File: src/rtl/instr_fetch_unit.sv
// Instruction fetch sequencer: fetches over a req/ready handshake, holds the
// word in an instruction register and issues a one-cycle run strobe per word.
module instr_fetch_unit #(
    parameter logic [31:0] RESET_PC   = 32'h0000_0000,
    parameter logic [31:0] HALT_INSTR = 32'h0000_0073,
    parameter int unsigned TIMEOUT    = 16
) (
    input  logic        clk,
    input  logic        reset,
    input  logic        start,
    output logic        imem_req,
    output logic [31:0] imem_addr,
    input  logic        imem_ready,
    input  logic [31:0] imem_rdata,
    output logic [31:0] INSTRin_o,
    output logic        run,
    input  logic        PCSrc,
    input  logic [31:0] branch_target,
    output logic [31:0] pc,
    output logic [31:0] instret,
    output logic        halted,
    output logic [1:0]  err
);
    // state | meaning
    // IDLE  | waiting for start, pc parked at RESET_PC, err cleared
    // FETCH | imem_req high until handshake or timeout
    // EXEC  | single-cycle run strobe, pc update
    // HALT  | stopped on ecall or error until start drops
    typedef enum logic [1:0] {IDLE, FETCH, EXEC, HALT} state_t;

    localparam logic [7:0] TMO_LAST = 8'(TIMEOUT - 1);

    state_t      r_state;
    state_t      w_state_nxt;
    logic        r_imem_req;
    logic        r_run;
    logic        r_halted;
    logic [1:0]  r_err;
    logic [31:0] r_pc;
    logic [31:0] r_instr;
    logic [31:0] r_instret;
    logic [7:0]  r_tmo_cnt;

    logic        w_hs;
    logic        w_tmo;
    logic        w_misalign;
    logic [31:0] w_next_pc;
    logic        w_req_nxt;
    logic        w_run_nxt;
    logic        w_halted_nxt;

    assign w_hs       = (r_state == FETCH) && r_imem_req && imem_ready;
    assign w_tmo      = (r_tmo_cnt == TMO_LAST);
    assign w_misalign = PCSrc && (branch_target[1:0] != 2'b00);
    assign w_next_pc  = PCSrc ? branch_target : (r_pc + 32'd4);

    always_ff @(posedge clk or negedge reset) begin
        if (!reset) begin
            r_state <= IDLE;
        end else begin
            r_state <= w_state_nxt;
        end
    end

    always_comb begin
        w_state_nxt = r_state;
        case (r_state)
            IDLE: begin
                if (start) w_state_nxt = FETCH;
            end
            FETCH: begin
                if (w_hs) begin
                    w_state_nxt = (imem_rdata == HALT_INSTR) ? HALT : EXEC;
                end else if (w_tmo) begin
                    w_state_nxt = HALT;
                end
            end
            EXEC: begin
                if (w_misalign)  w_state_nxt = HALT;
                else if (start)  w_state_nxt = FETCH;
                else             w_state_nxt = IDLE;
            end
            HALT: begin
                if (!start) w_state_nxt = IDLE;
            end
            default: w_state_nxt = IDLE;
        endcase
    end

    // Strobes are decoded from the next state so they leave a flop.
    always_comb begin
        w_req_nxt    = (w_state_nxt == FETCH);
        w_run_nxt    = (w_state_nxt == EXEC);
        w_halted_nxt = (w_state_nxt == HALT);
    end

    always_ff @(posedge clk or negedge reset) begin
        if (!reset) begin
            r_imem_req <= 1'b0;
            r_run      <= 1'b0;
            r_halted   <= 1'b0;
            r_err      <= 2'b00;
            r_pc       <= RESET_PC;
            r_instr    <= 32'd0;
            r_instret  <= 32'd0;
            r_tmo_cnt  <= 8'd0;
        end else begin
            r_imem_req <= w_req_nxt;
            r_run      <= w_run_nxt;
            r_halted   <= w_halted_nxt;

            if (w_hs) r_instr <= imem_rdata;

            if (r_state != FETCH)  r_tmo_cnt <= 8'd0;
            else if (!imem_ready)  r_tmo_cnt <= r_tmo_cnt + 8'd1;

            if (w_state_nxt == IDLE) begin
                r_err <= 2'b00;
            end else if ((r_state == FETCH) && !w_hs && w_tmo) begin
                r_err <= 2'b01;
            end else if ((r_state == EXEC) && w_misalign) begin
                r_err <= 2'b10;
            end

            if (w_state_nxt == IDLE) begin
                r_pc <= RESET_PC;
            end else if ((r_state == EXEC) && !w_misalign) begin
                r_pc <= w_next_pc;
            end

            if ((r_state == EXEC) && !w_misalign) r_instret <= r_instret + 32'd1;
        end
    end

    assign imem_req  = r_imem_req;
    assign imem_addr = r_pc;
    assign INSTRin_o = r_instr;
    assign run       = r_run;
    assign pc        = r_pc;
    assign instret   = r_instret;
    assign halted    = r_halted;
    assign err       = r_err;

endmodule

File: config.mk
export PLATFORM = sky130hd
export DESIGN_NAME = instr_fetch_unit
export DESIGN_NICKNAME = d
export VERILOG_FILES = /design/src/rtl/instr_fetch_unit.sv
export SDC_FILE = /design/constraint.sdc
export NUM_CORES = 1
export LEC_CHECK = 0
export ABC_AREA = 0
export BUFFER_PORTS_ARGS = -buffer_cell sky130_fd_sc_hd__clkbuf_2
export CORE_MARGIN = 4
export CORE_UTILIZATION = 45
export CTS_BUF_LIST = sky130_fd_sc_hd__clkbuf_4 sky130_fd_sc_hd__clkbuf_8 sky130_fd_sc_hd__clkbuf_16
export CTS_CLUSTER_DIAMETER = 30
export DETAILED_ROUTE_END_ITERATION = 6
export HOLD_SLACK_MARGIN = 0.05
export PLACE_DENSITY = 0.78
export SLEW_MARGIN = 20
export SYNTH_ARGS = -nofsm -noshare
export SYNTH_HDL_FRONTEND = slang
export SYNTH_SLANG_ARGS = --single-unit
File: constraint.sdc
create_clock -name clk -period 4.9 [get_ports clk]
set_input_delay 0.98 -clock clk [delete_from_list [all_inputs] [get_ports clk]]
set_output_delay 0.98 -clock clk [all_outputs]
set_load 0.02 [all_outputs]
==> metrics, run 1 <==
RSZ-0062 raised after global routing=no; Yosys top cell area share=47.8%; placed wire-length estimate after detailed placement=about 11000 um; slowest library cell on the worst path=nand2_1; required time of the worst setup path=5.17 ns; critical path peak fanout=31; Root Buffer Master=clkbuf_16; worst path buffer plus inverter count=2; share of synthesized flip-flops with an asynchronous set or reset=between 90% and 100%; worst ir drop on vdd=0.000286 V; Total Negative Setup Slacks=0 ns; signal arrival time at the worst endpoint=approximately 3.2 ns; maximum capacitance violations=0; leading cell types by total area after synthesis=dfrtp_1 (48%), mux2_2 (6.4%), buf_4 (4.1%); hold-fix buffer count after cts=0; crit share post-route=~60%; buffer levels on the longest clock path=2; average instance area after synthesis=10.3 sq um; number of instances in the synthesized netlist=564; top library cells by usage in the layout, fill and taps aside=clkbuf_2 (200), dfrtp_1 (111), nand2_1 (45); count of instances resized after the clock tree is built=0; detailed-router iteration count before antenna repair=5; Relative slew margins=31.3%; number of nets produced by synthesis=636; largest clock skew in the final design=~0.0098 ns; Fmax achieved=0.339 GHz; core box area=approximately 0.013 sq mm; antenna cell count=0; routed via count divided by cell count=5.59; violation count after the first detailed-route iteration=493; Post-synth top flop=dfrtp_1; EDFF count, synth=0; register clock-pin slew on the reported worst setup and hold paths=0.07 ns; Total Power=3.88 mW; placer's final routability congestion estimate=0.898; global-route wire length before repair=24600 um; final critical delay including setup and external delays=2.95 ns; DRC violations left=0; pwr/cell area=549 mW/mm^2; Die Wd=122 um; starting density of the core=a little under half; launch instance of the worst register-to-register path=r_state[1]; critical path type=input pin to flip-flop; count of clock tree sinks=111; total clock buffers created by CTS=9; post-synthesis instance area=slightly below 0.006 sq mm; largest net degree at the start of global routing=78; total count of hold-check failures in the final report=0; TritonCTS clock tree=yes; vias in the first global route=4923; share of synthesized area occupied by flip-flops and latches=between 40% and 50%; Total Routed Length=15400 um; outcome=finished clean; initial antenna violation count=0; overall die area=0.0148 sq mm; flip-flop and latch count after synthesis=about 110; slew at the pin with the worst max-slew slack=approximately 1 ns; Setup violations, final=0; LEAKAGE=3.40 nW; WL/cell=approximately 17 um; layout cell share with drive strength beyond 1=around 37%; number of top-level pins=202; Overall Global Routing Usage=20.6%; library cells used by synthesis=54; fill cell total of the finished layout=1132; die extent in y=roughly 120 um; max incr delay on CP=slightly below 0.7 ns; floorplan row count=41; insertion delay to the later sink of the worst-skew pair=about 0.35 ns; startpoint type of the worst setup path=input pin; cell taking the most area after synthesis=dfrtp_1; nets@finish=800; setup slack on the worst flop-to-flop path=2.27 ns; number of cells on the worst reg-to-reg path=7; H-tree depth reported by CTS=3; critical path capture point=imem_addr[10]; Final Max Tran Viols=0; yosys synthesis warning count=0; post-detailed-route count of antenna-violating nets=0; # port buffers=201; R2R Path End=imem_addr[10]; Critical Path Stages=7; Area growth, synth to finish=21.4%; largest delay contributor family on the critical path=simple AND/OR/NAND/NOR gates; CP startpoint=branch_target[0]; total gr overflow=0; post-CTS setup-driven buffer insertion count=0; vias=5061; worst min path class=flip-flop to flip-flop; most common cell after layout, fill and taps aside=clkbuf_2; cells traversed along the worst timing path=clkbuf_2, o21ai_1, nand2_1, buf_4, nor4_1, o21ai_0, a21oi_1; type of element capturing the critical path=flip-flop
==> per-stage QoR <==
stage               hold slack, ns  cell area (sq um)  util (%)  instances  setup slack (ns)
floorplan                    0.498               5820         -        564              2.48
global placement             0.457               6760      53.5        888              1.73
detailed placement           0.468               6760      53.5        888              1.65
CTS                          0.480               7040      55.8        904              2.04
global route                 0.506               7060      56.0        905              1.78
finish                       0.471               7060      56.0        905              1.95
==> cells in the mapped netlist, types with 2 or more instances <==
master	count
or4_1	10
xnor2_1	21
nor4b_1	2
inv_1	7
nand4_1	16
ha_1	3
clkbuf_1	21
o22a_1	2
and4_1	8
o21ai_0	10
nand2_1	45
nor3b_1	3
a21oi_1	17
nor2_1	33
o211ai_1	2
o31ai_1	2
nor3_1	14
or2_2	3
mux2_2	33
buf_6	3
o22ai_1	2
nor2b_1	4
nand3_1	30
mux2i_1	7
and2_1	7
a22oi_1	22
nand4b_1	4
nand4_4	2
and3_1	11
or3_1	5
nor4_1	13
xor2_1	16
a21o_1	3
a211oi_1	3
o221ai_1	4
nand2b_1	3
dfrtp_1	111
a221oi_1	3
o21a_1	4
a31oi_1	10
buf_4	32
==> registers in the layout, indices dropped and copies added (netlist names) <==
| name | flops |
|---|---|
| r_state | 2 |
| INSTRin_o | 32 |
| err | 2 |
| instret | 32 |
| imem_req | 1 |
| run | 1 |
| halted | 1 |
| imem_addr | 32 |
| r_tmo_cnt | 8 |
==> layer usage <==
metal  track usage (%)  up-vias  wire, um
li1                  -     2367         -
met1              27.2     2463      6310
met2              34.7      204      7870
met3              3.62       27       963
met4              6.30        0       297
met5                 0        -         0
==> layout make-up <==
class                   instances  area [sq um]  share of cell area [%]
multi-input cells             389          2670                    37.8
clock buffers                  10           239                    3.38
well taps                     172           215                    3.05
flip-flops and latches        111          2780                    39.3
repair buffers                210          1090                    15.4
clock inverters                 6          50.0                   0.708
inverters                       7          26.3                   0.372
==> power breakdown <==
group          internal (mW)  total, mW  switching (mW)
clock network          0.368      0.716           0.349
logic                  0.621       1.61           0.993
registers               1.20       1.55           0.348
==> cell families after synthesis <==
logic type / Yosys count / share of synthesized area, %
AOI/OAI and AO/OA: 89 / 10.5
DFF: 111 / 47.8
xor gates and xnor gates: 37 / 5.57
buffers and inverters: 64 / 6.60
muxes: 40 / 7.59
and+or+nand+nor: 220 / 21.4
adders and majority gates: 3 / 0.645
==> worst min path at each step <==
stage | end | from | slack (ns) | cells after the start
after floorplan | r_tmo_cnt[7] | r_tmo_cnt[7] | 0.50 | 2
after global placement | instret[31] | instret[31] | 0.46 | 1
after detailed placement | instret[31] | instret[31] | 0.47 | 1
after CTS | instret[31] | instret[31] | 0.48 | 1
final | instret[31] | instret[31] | 0.47 | 1
after global routing | instret[31] | instret[31] | 0.51 | 1
No activity file was read; power rests on OpenSTA's default activity.
==> run 2, diff against run 1 <==
clock period = 2.9 ns   (was 4.9 ns; I/O delays follow)
==> metrics, run 2 (same netlist as run 1, synthesis figures left out) <==
slew at the pin with the worst max-slew slack=0.743 ns (was 1.03 ns); largest clock skew in the final design=0.0112 ns (was 0.00976 ns); worst min path class=input pin to asynchronous set/reset pin (was flip-flop to flip-flop); placed wire-length estimate after detailed placement=11700 um (was 11500 um); routed via count divided by cell count=5.62 (was 5.59); post-detailed-route count of antenna-violating nets=0 (unchanged); fill cell total of the finished layout=1131 (was 1132); hold-fix buffer count after cts=0 (unchanged); initial antenna violation count=0 (unchanged); WL/cell=17.1 um (about the same); Total Routed Length=15600 um (was 15400 um); startpoint type of the worst setup path=flip-flop (was input pin); worst ir drop on vdd=0.000494 V (was 0.000286 V); required time of the worst setup path=3.16 ns (was 5.17 ns); largest net degree at the start of global routing=56 (was 78); RSZ-0062 raised after global routing=no (unchanged); layout cell share with drive strength beyond 1=37.2% (was 36.8%); core box area=0.0126 sq mm (unchanged); total gr overflow=0 (unchanged); Final Max Tran Viols=0 (unchanged); Fmax achieved=approximately 0.43 GHz; LEAKAGE=3.45 nW (was 3.40 nW); vias in the first global route=5064 (was 4923); type of element capturing the critical path=flip-flop (unchanged); maximum capacitance violations=0 (unchanged); outcome=finished clean (unchanged); die extent in y=122 um (unchanged); critical path peak fanout=7 (was 31); insertion delay to the later sink of the worst-skew pair=0.35 ns (about the same); placed cell area=0.00681 sq mm (was 0.00676 sq mm); count of instances resized after the clock tree is built=0 (unchanged); count of clock tree sinks=111 (unchanged); pwr/cell area=952 mW/mm^2 (was 549 mW/mm^2); total count of hold-check failures in the final report=0 (unchanged); DRC violations left=0 (unchanged); violation count after the first detailed-route iteration=469 (was 493); number of top-level pins=202 (unchanged); antenna cell count=0 (unchanged); starting density of the core=46.1% (unchanged); TritonCTS clock tree=yes (unchanged); Finished Cell Area=0.00716 sq mm (was 0.00706 sq mm); signal arrival time at the worst endpoint=2.61 ns (was 3.23 ns); nets@finish=804 (was 800); register clock-pin slew on the reported worst setup and hold paths=0.08 ns (was 0.07 ns); top library cells by usage in the layout, fill and taps aside=clkbuf_2 (200), dfrtp_1 (111), nand2_1 (45) (unchanged); H-tree depth reported by CTS=3 (unchanged); global-route wire length before repair=25000 um (was 24600 um); Die Wd=122 um (unchanged); crit share post-route=a little over 80%; placer's final routability congestion estimate=0.922 (was 0.898); post-CTS setup-driven buffer insertion count=0 (unchanged); Overall Global Routing Usage=20.8% (was 20.6%); vias=5106 (was 5061); Total Negative Setup Slacks=0 ns (unchanged); critical path type=flip-flop to flip-flop (was input pin to flip-flop); floorplan row count=41 (unchanged); setup slack on the worst flop-to-flop path=0.56 ns (was 2.27 ns); # port buffers=201 (unchanged); detailed-router iteration count before antenna repair=6 (was 5); Area growth, synth to finish=23.1% (was 21.4%); buffer levels on the longest clock path=2 (unchanged); Setup violations, final=0 (unchanged); overall die area=0.0148 sq mm (unchanged); total clock buffers created by CTS=9 (unchanged); Relative slew margins=50.5% (was 31.3%); Root Buffer Master=clkbuf_16 (unchanged); most common cell after layout, fill and taps aside=clkbuf_2 (unchanged); final critical delay including setup and external delays=2.34 ns
[run 2: changes by cell type in the layout (fill, tap and decap cells not counted)]
| cell | delta |
|---|---|
| bufinv_16 | +3 |
| clkinvlp_4 | -1 |
| buf_4 | +4 |
| inv_6 | -3 |
| clkinv_4 | +1 |
[run 2: worst max-delay path, cell delays in order (launching register included)]
cell and delay [ns]:
dfrtp_1 0.45, ha_1 0.31, nand4_4 0.17, nor4_4 0.46, nand3_2 0.19, or4_4 0.51, o221ai_2 0.15
[run 2: stage by stage]
| stage | worst slack (ns) | utilization (%) | total power [mW] | hold WS (ns) | std cells |
|---|---|---|---|---|---|
| after global routing | 0.404 | 56.7 | 7.21 | 0.336 | 909 |
| after global placement | 0.612 | 53.9 | 5.32 | 0.458 | 893 |
| after detailed placement | 0.553 | 53.9 | 5.40 | 0.472 | 893 |
| final | 0.557 | 56.7 | 6.82 | 0.288 | 909 |
| after CTS | 0.565 | 56.7 | 6.86 | 0.309 | 909 |
| after floorplan | 0.691 | - | 4.54 | 0.284 | 564 |
[run 2: final timing paths]
kind,startpoint,end,cells past startpoint
worst min-delay path,reset,imem_addr[20],1
worst max-delay path,imem_addr[2],imem_addr[24],6
max in group asynchronous,reset,INSTRin_o[9],2
min in group clk,branch_target[18],imem_addr[18],3
worst max register to register,imem_addr[2],imem_addr[24],6
worst min register to register,instret[31],instret[31],1
[run 2: cell type report]
| cell class | instances | area, sq um | share of cell area, % |
|---|---|---|---|
| well taps | 172 | 215 | 3.01 |
| flip-flops and latches | 111 | 2780 | 38.8 |
| clock inverters | 6 | 115 | 1.61 |
| inverters | 7 | 26.3 | 0.367 |
| repair buffers | 214 | 1120 | 15.6 |
| multi-input cells | 389 | 2670 | 37.3 |
| clock buffers | 10 | 239 | 3.34 |
[run 2: power by group]
part           switching (mW)  internal [mW]  leakage [nW]
Combinational            1.70           1.06          1.86
Sequential              0.582           2.02          1.41
Clock                   0.570          0.874         0.175
[run 2: layer usage]
| layer | global-route usage, % | up-vias | share of wire, % |
|---|---|---|---|
| met2 | 34.7 | 181 | 50 |
| li1 | - | 2372 | - |
| met3 | 4.36 | 40 | 5.6 |
| met4 | 8.47 | 0 | 2.9 |
| met5 | 0 | - | 0 |
| met1 | 26.4 | 2513 | 41 |
==> run 3, diff against run 2 <==
ABC_AREA = 1   (was 0)
PLACE_DENSITY = 0.76   (was 0.78)
clock period = 2.4 ns   (was 2.9 ns; I/O delays follow)
==> metrics, run 3 <==
critical path capture point=err[0] (was imem_addr[24]); slew at the pin with the worst max-slew slack=0.915 ns (was 0.743 ns); LEAKAGE=4.28 nW (was 3.45 nW); signal arrival time at the worst endpoint=2.24 ns (was 2.61 ns); GR Util met3=3.03% (was 4.36%); buffer levels on the longest clock path=2 (unchanged); number of nets produced by synthesis=1021 (was 636); cell taking the most area after synthesis=dfrtp_1 (unchanged); Relative slew margins=39.0% (was 50.5%); fill cell total of the finished layout=1407 (was 1131); Setup violations, final=0 (unchanged); layout cell share with drive strength beyond 1=22.8% (was 37.2%); met2 GRT Util=35.8% (was 34.7%); DRC violations left=0 (unchanged); max incr delay on CP=0.65 ns (was 0.51 ns); worst-case setup slack after placement=0.256 ns (was 0.553 ns); vias in the first global route=5997 (was 5064); global-route wire length before repair=28600 um (was 25000 um); Total Power=7.19 mW (was 6.82 mW); starting density of the core=46.0% (was 46.1%); share of synthesized flip-flops with an asynchronous set or reset=100% (unchanged); number of instances in the synthesized netlist=949 (was 564); total clock buffers created by CTS=9 (unchanged); register clock-pin slew on the reported worst setup and hold paths=0.08 ns (about the same); average instance area after synthesis=7.08 sq um (was 10.3 sq um); global-route track usage on met1=26.9% (was 26.4%); Total Negative Setup Slacks=0 ns (unchanged); worst min path class=input pin to asynchronous set/reset pin (unchanged); setup slack on the worst flop-to-flop path=0.42 ns (was 0.56 ns); total count of hold-check failures in the final report=0 (unchanged); largest net degree at the start of global routing=62 (was 56); hold-fix buffer count after cts=0 (unchanged); slowest library cell on the worst path=inv_2 (was or4_4); H-tree depth reported by CTS=3 (unchanged); number of cells on the worst reg-to-reg path=7 (was 6); multi-input logic area=0.00322 sq mm (was 0.00267 sq mm); critical path type=flip-flop to flip-flop (unchanged); critical path peak fanout=61 (was 7); number of top-level pins=202 (unchanged); pwr/cell area=904 mW/mm^2 (was 952 mW/mm^2); library cells used by synthesis=34 (was 54); final critical delay including setup and external delays=1.98 ns (was 2.34 ns); most common cell after layout, fill and taps aside=nand2_1 (was clkbuf_2); Yosys top cell area share=41.4% (was 47.8%); required time of the worst setup path=2.66 ns (was 3.16 ns); overall die area=0.0169 sq mm (was 0.0148 sq mm); Final Max Tran Viols=0 (unchanged); list of most frequent post-synthesis cells=nand2_1 (344), dfrtp_1 (111), nor2_1 (110) (was dfrtp_1 (111), nand2_1 (45), mux2_2 (33), nor2_1 (33), buf_4 (32)); Total Routed Length=18000 um (was 15600 um); leading cell types by total area after synthesis=dfrtp_1 (41%), nand2_1 (19%), nor2_1 (6.1%) (was dfrtp_1 (48%), mux2_2 (6.4%), buf_4 (4.1%)); flip-flop and latch count after synthesis=111 (unchanged); layer with the highest usage after global routing=met2 (unchanged); Post-synth top flop=dfrtp_1 (unchanged); Overall Global Routing Usage=20.8% (about the same); total gr overflow=0 (unchanged); # port buffers=201 (unchanged); Root Buffer Master=clkbuf_16 (unchanged); floorplan row count=44 (was 41); share of synthesized area occupied by flip-flops and latches=41.4% (was 47.8%); placer's final routability congestion estimate=0.976 (was 0.922); largest delay contributor family on the critical path=buffers and inverters (was simple AND/OR/NAND/NOR gates); post-synthesis instance area=0.00672 sq mm (was 0.00582 sq mm); type of element capturing the critical path=flip-flop (unchanged); RSZ-0062 raised after global routing=no (unchanged); Area growth, synth to finish=18.5% (was 23.1%); count of clock tree sinks=111 (unchanged); vias=6513 (was 5106); post-detailed-route count of antenna-violating nets=0 (unchanged); violation count after the first detailed-route iteration=293 (was 469); insertion delay to the later sink of the worst-skew pair=0.35 ns (about the same); worst ir drop on vdd=0.000507 V (was 0.000494 V); Critical Path Stages=7 (was 6); final setup margin=0.425 ns (was 0.557 ns); maximum capacitance violations=0 (unchanged); routed via count divided by cell count=5.01 (was 5.62); crit share post-route=82.3% (was 80.8%); core box area=0.0146 sq mm (was 0.0126 sq mm); nets@finish=1183 (was 804); Fmax achieved=0.506 GHz (was 0.427 GHz); EDFF count, synth=0 (unchanged); leading cell type by number of instances after synthesis=nand2_1 (was dfrtp_1); outcome=finished clean (unchanged); top library cells by usage in the layout, fill and taps aside=nand2_1 (344), clkbuf_2 (200), dfrtp_1 (111) (was clkbuf_2 (200), dfrtp_1 (111), nand2_1 (45)); WL/cell=13.8 um (was 17.1 um); Sequential Area=0.00278 sq mm (unchanged); R2R Path End=err[0] (was imem_addr[24]); yosys synthesis warning count=0 (unchanged); post-CTS setup-driven buffer insertion count=0 (unchanged); CP startpoint=r_state[0] (was imem_addr[2]); initial antenna violation count=0 (unchanged); count of instances resized after the clock tree is built=0 (unchanged); launch instance of the worst register-to-register path=r_state[0] (was imem_addr[2]); startpoint type of the worst setup path=flip-flop (unchanged); die extent in y=130 um (was 122 um); TritonCTS clock tree=yes (unchanged); placed wire-length estimate after detailed placement=13700 um (was 11700 um); antenna cell count=0 (unchanged); detailed-router iteration count before antenna repair=7 (was 6); cells traversed along the worst timing path=inv_1, nor2_4, inv_2, nor2_4, inv_2, nand2_1, a22oi_1 (was ha_1, nand4_4, nor4_4, nand3_2, or4_4, o221ai_2); largest clock skew in the final design=0.00675 ns (was 0.0112 ns); worst path buffer plus inverter count=3 (was 0); Die Wd=130 um (was 122 um)
==> run 3: routing by layer <==
layer	vias up	part of all wire, %
li1	3275	-
met1	3010	44
met2	199	48
met3	29	5.7
met4	0	2.1
met5	-	0
==> run 3: layout make-up <==
class / instances / share of cell area (%)
clock buffers: 10 / 2.92
flip-flops and latches: 111 / 34.9
well taps: 184 / 2.89
clock inverters: 6 / 0.645
multi-input cells: 693 / 40.5
repair buffers: 211 / 14.1
inverters: 85 / 4.01
==> run 3: kinds of logic (layout without fill, tap and decap cells) <==
logic type | Yosys count | in the layout | synth area share [%]
DFF | 111 | 111 | 41.4
adders and majority gates | 3 | 3 | 0.559
buffers and inverters | 145 | 312 | 10.7
and+or+nand+nor | 590 | 590 | 37.7
xor gates and xnor gates | 36 | 36 | 4.69
AOI/OAI and AO/OA | 64 | 64 | 4.96
==> run 3: worst min-delay path by stage <==
stage / cells past startpoint / endpoint
2_1_floorplan: 0 / INSTRin_o[0]
3_3_place_gp: 1 / r_tmo_cnt[7]
3_5_place_dp: 1 / r_tmo_cnt[7]
4_1_cts: 1 / imem_addr[4]
5_1_grt: 1 / imem_addr[4]
6_report: 1 / imem_addr[6]
==> run 3: power by group <==
part,internal [mW],switching (mW)
registers,2.34,0.445
clock network,0.734,0.728
logic,0.921,2.03
==> run 3: worst reg2reg max path: stages (launching register included) <==
cell and delay (ns):
dfrtp_1 0.42, inv_1 0.14, nor2_4 0.08, inv_2 0.13
nor2_4 0.09, inv_2 0.65, nand2_1 0.16, a22oi_1 0.21
==> run 3: stage by stage <==
stage               instances  util (%)  hold slack, ns  area [sq um]
floorplan                 949         -           0.184          6720
global placement         1284      52.6           0.457          7670
detailed placement       1284      52.6           0.455          7670
CTS                      1300      54.5           0.186          7960
global route             1300      54.5           0.229          7960
finish                   1300      54.5           0.169          7960
